### src/rtl/vga_fb_arbiter.sv
// Framebuffer RAM arbiter between VGA scanout reads and a drawing engine.
// Optional starvation guard for the drawing port is enabled by defining VGA_FB_ARB_STARVE_GUARD_EN.
module vga_fb_arbiter #(
  parameter int ADDR_BITS    = 17,
  parameter int DATA_BITS    = 12,
  parameter int STARVE_LIMIT = 8
) (
  input  logic                 clk,
  input  logic                 aresetn,
  input  logic                 blank,
  input  logic                 scan_req,
  input  logic [ADDR_BITS-1:0] scan_addr,
  output logic                 scan_gnt,
  output logic                 scan_rvalid,
  output logic [DATA_BITS-1:0] scan_rdata,
  input  logic                 draw_valid,
  input  logic                 draw_we,
  input  logic [ADDR_BITS-1:0] draw_addr,
  input  logic [DATA_BITS-1:0] draw_wdata,
  output logic                 draw_ready,
  output logic                 draw_rvalid,
  output logic [DATA_BITS-1:0] draw_rdata,
  output logic                 ram_en,
  output logic                 ram_we,
  output logic [ADDR_BITS-1:0] ram_addr,
  output logic [DATA_BITS-1:0] ram_wdata,
  input  logic [DATA_BITS-1:0] ram_rdata
);

  typedef enum logic [1:0] {TAG_NONE, TAG_SCAN, TAG_DRAW} tag_e;

  tag_e tag_q, tag_d;
  logic scan_win, draw_win, draw_first;

  if (STARVE_LIMIT < 1 || STARVE_LIMIT > 255) begin : g_limit_check
    $error("vga_fb_arbiter: STARVE_LIMIT must be in 1..255");
  end

`ifdef VGA_FB_ARB_STARVE_GUARD_EN
  typedef enum logic {ST_NORMAL, ST_FORCE} state_e;
  localparam logic [7:0] LIMIT = 8'(STARVE_LIMIT);

  state_e     state_q, state_d;
  logic [7:0] count_q, count_d;

  always_ff @(posedge clk or negedge aresetn) begin
    if (!aresetn) begin
      state_q <= ST_NORMAL;
      count_q <= 8'd0;
    end else begin
      state_q <= state_d;
      count_q <= count_d;
    end
  end

  // A FORCE cycle lasts exactly one cycle whether or not the drawing port uses it.
  always_comb begin
    state_d = ST_NORMAL;
    count_d = 8'd0;
    if (state_q == ST_NORMAL && draw_valid && !draw_win) begin
      count_d = (count_q >= LIMIT) ? LIMIT : count_q + 8'd1;
      if (count_d == LIMIT) state_d = ST_FORCE;
    end
  end

  assign draw_first = blank || (state_q == ST_FORCE);
`else
  assign draw_first = blank;
`endif

  // Grants are gated by reset so nothing reaches the RAM while held in reset.
  always_comb begin
    scan_win = 1'b0;
    draw_win = 1'b0;
    if (aresetn) begin
      if (draw_first && draw_valid) draw_win = 1'b1;
      else if (scan_req)            scan_win = 1'b1;
      else if (draw_valid)          draw_win = 1'b1;
    end
  end

  always_comb begin
    ram_en    = scan_win || draw_win;
    ram_we    = draw_win && draw_we;
    ram_addr  = draw_win ? draw_addr : scan_addr;
    ram_wdata = draw_wdata;
    tag_d     = TAG_NONE;
    if (scan_win)                 tag_d = TAG_SCAN;
    else if (draw_win && !draw_we) tag_d = TAG_DRAW;
  end

  always_ff @(posedge clk or negedge aresetn) begin
    if (!aresetn) tag_q <= TAG_NONE;
    else          tag_q <= tag_d;
  end

  assign scan_gnt    = scan_win;
  assign draw_ready  = draw_win;
  assign scan_rvalid = aresetn && (tag_q == TAG_SCAN);
  assign draw_rvalid = aresetn && (tag_q == TAG_DRAW);
  assign scan_rdata  = ram_rdata;
  assign draw_rdata  = ram_rdata;

endmodule

### config.mk
export PLATFORM = sky130hd
export DESIGN_NAME = vga_fb_arbiter
export DESIGN_NICKNAME = d
export VERILOG_FILES = /design/src/rtl/vga_fb_arbiter.sv
export SDC_FILE = /design/constraint.sdc
export NUM_CORES = 1
export LEC_CHECK = 0
export BUFFER_PORTS_ARGS = -buffer_cell sky130_fd_sc_hd__buf_4
export CORE_ASPECT_RATIO = 1.1
export CORE_MARGIN = 10
export CORE_UTILIZATION = 26
export CTS_CLUSTER_DIAMETER = 150
export DETAILED_ROUTE_END_ITERATION = 6
export PLACE_DENSITY = 0.82
export SLEW_MARGIN = 15
export SYNTH_ARGS = -nofsm -noshare
export SYNTH_HDL_FRONTEND = slang
export SYNTH_SLANG_ARGS = --single-unit
### constraint.sdc
create_clock -name clk -period 3.3 [get_ports clk]
set_clock_uncertainty 0.2 [all_clocks]
set_input_delay 0.495 -clock clk [delete_from_list [all_inputs] [get_ports clk]]
set_output_delay 0.495 -clock clk [all_outputs]
set_load 0.03 [all_outputs]
==> impl_results.md <==
- Outcome: complete, no violations
- Met2 Use GR: 16.9%
- Die ar.: 0.00465 mm²
- Drt first pass iters: 2
- Post-DP HPWL: 2060 µm
- Grt total ovfl: 0
- Worst path max stage delay: 0.54 ns
- # clock sinks: 2
- Post-layout min period: approximately 2.8 ns
- Post-Syn Area per Cell: 8.74 µm²
- Largest net degree at the start of global routing: 21
- CTS tree: done
- Setup Crit Path Kind: in -> out
- Gr usage total: just under 10%
- Final WL: about 2300 µm
- First-pass GRT wire length: 3480 µm
- Flop pwr share: 11.8%
- Worst Hold Class: in -> reg
- Top Usage Layer GRT: met2
- Antenna diode count: 0
- Synthesized cell area: 603 µm²
- Initial DRC Count: 16
- Crit path cell chain: dlygate4sd3_1 -> buf_4 -> o211ai_2 -> buf_4 -> mux2_2 -> buf_4
- Psw: between 80 and 90 µW
- Antenna violations before repair: 0
- Sw frac: a little under two fifths
- Setup violators final: 0
- Port buffer count: 62
- Vias in the first global route: 701
- Vias: 541
- Peak VDD IR: 0.115 mV
- Largest register FFs: 2
- H-tree Lvls: 1
- Sequential area share after synthesis: 8.30%
- Regs by FF count: tag_q: 2 flops
- Final nets: approximately 160
- Crit. End Element: output port
- GPL Wtd Cong: 0.752
- Core footprint: approximately 0.0022 mm²
- Internal: 138 µW
- YS warnings: 0
- Synth-to-layout area growth: 41.5%
- Max Clk Rate: 358 MHz
- Seq cells post-synth: 2
- ANT nets after route: 0
- Slew @ Worst Pin: 0.247 ns
- M3 GR Usage: under 10%
- Clock slew at reported path FFs: roughly 0.030 ns
- CP startpoint kind: input port
- Layout cells sized above 1: between 80 and 90%
- Vias per cell: 4.23
- WP buf/inv: 4
- Initial Utilization: 27.0%
- Row count: 18
- Finished Core Util: a little under two fifths
- Leak: approximately 0.47 nW
- Clock tree buffer depth: 2
- Syn Nets: between 100 and 150
- Worst-path maximum fanout: 20
- Combinational power share: 63.2%
- Crit path arrival time: between 2 and 2.5 ns
- Final cycle utilization of the critical path: ~85%
- RSZ-0062 raised after global routing: false
- Max-slew headroom: 83.6%
- Crit-path most repeated cell: buf_4
- Clock group share of total power: between 20% and 30%
- IO Count: 123
- Slowest-stage cell, CP: dlygate4sd3_1
- Largest Register: tag_q
- Final Slew Violations: 0
- Syn Inst Count: 69
- Die X: 65.9 µm
- Maxcap violations: 0
- Req. time, crit path: ~2.6 ns
- Post-route DRC: 0
- Die height: 70.5 µm
- Post-CTS setup repair buffer count: 0
- GR Layer Usage met1: between 7 and 8%
- Cts bufs inserted: 3
- PD cells: 260 mW/mm²
- Top delay family on crit path: buffers and inverters
- Root Driver: clkbuf_4
- Synth unique cells: 12
- Total Neg Setup Slack: 0 ns
- Fin. Hold Viols: 0
- Overall Power: 222 µW
- Avg WL per Cell: 18.1 µm
cell usage in the layout, fill, tap and decap left out:
cell / netlist / final
nor2_1: 3 / 3
and3b_2: 1 / 1
mux2_4: 1 / 1
clkbuf_4: 0 / 3
dlygate4sd3_1: 0 / 1
dfrtp_1: 2 / 2
o21a_1: 1 / 1
mux2_2: 16 / 16
a21oi_1: 1 / 1
o211ai_2: 1 / 1
inv_1: 3 / 3
nand2_1: 2 / 2
buf_4: 36 / 63
per-layer routing:
metal  vias up  wire length, µm
met3        12              364
met1       231              666
met4         0               55
met2        51             1230
met5         -                0
li1        247                -
cell usage after synthesis:
cell type | count | area (µm²)
nor2_1 | 3 | 11.3
mux2_2 | 16 | 180
o211ai_2 | 1 | 12.5
o21a_1 | 1 | 7.51
mux2_4 | 1 | 15.0
inv_1 | 3 | 11.3
nand2_1 | 2 | 7.51
buf_6 | 2 | 22.5
a21oi_1 | 1 | 5.00
dfrtp_1 | 2 | 50.1
buf_4 | 36 | 270
and3b_2 | 1 | 10.0
stage by stage:
step           cells  hold WS, ns  worst slack, ns  instance area (µm²)
6_report         128        0.234            0.510                  853
5_1_grt          128        0.222            0.461                  853
4_1_cts          128        0.221            0.512                  853
3_5_place_dp     124        0.102             1.00                  821
3_3_place_gp     124       0.0988             1.02                  821
2_1_floorplan     69    -0.000591             1.31                  603
layout make-up:
class                           count  area [µm²]
Fill cell                         231        1380
Timing Repair Buffer               64         483
Multi-Input combinational cell     26         249
Sequential cell                     2        50.0
Tap cell                           30        37.5
Clock buffer                        3        22.5
Inverter                            3        11.3
power groups by stage:
stage                     registers [mW]  clock network, mW  logic [mW]
final                             0.0262             0.0555       0.140
after global routing              0.0265             0.0660       0.148
after CTS                         0.0262             0.0607       0.142
after detailed placement          0.0265                  0       0.141
after global placement            0.0264                  0       0.139
after floorplan                   0.0264                  0       0.153
worst paths after layout:
| check | startpoint | to | slack, ns | cells past startpoint |
|---|---|---|---|---|
| min in group asynchronous | aresetn | tag_q[1] | 0.42 | 2 |
| worst max-delay path | aresetn | ram_addr[8] | 0.51 | 6 |
| max in group asynchronous | aresetn | tag_q[0] | 2.37 | 2 |
| worst min-delay path | draw_we | tag_q[1] | 0.23 | 2 |
what timing repair did:
| action | in CTS | in global routing |
|---|---|---|
| hold endpoints to repair | 2 | 0 |
| gates resized for setup | 0 | 0 |
| hold buffers | 1 | 0 |
kinds of logic after synthesis:
logic type	synth area share [%]
buffers and inverters	50.4
multiplexers	32.4
AND/OR/NAND/NOR	4.77
AO/OA/AOI/OAI	4.15
flip-flops	8.30
Note: power is estimated with default switching activity, not from simulation.
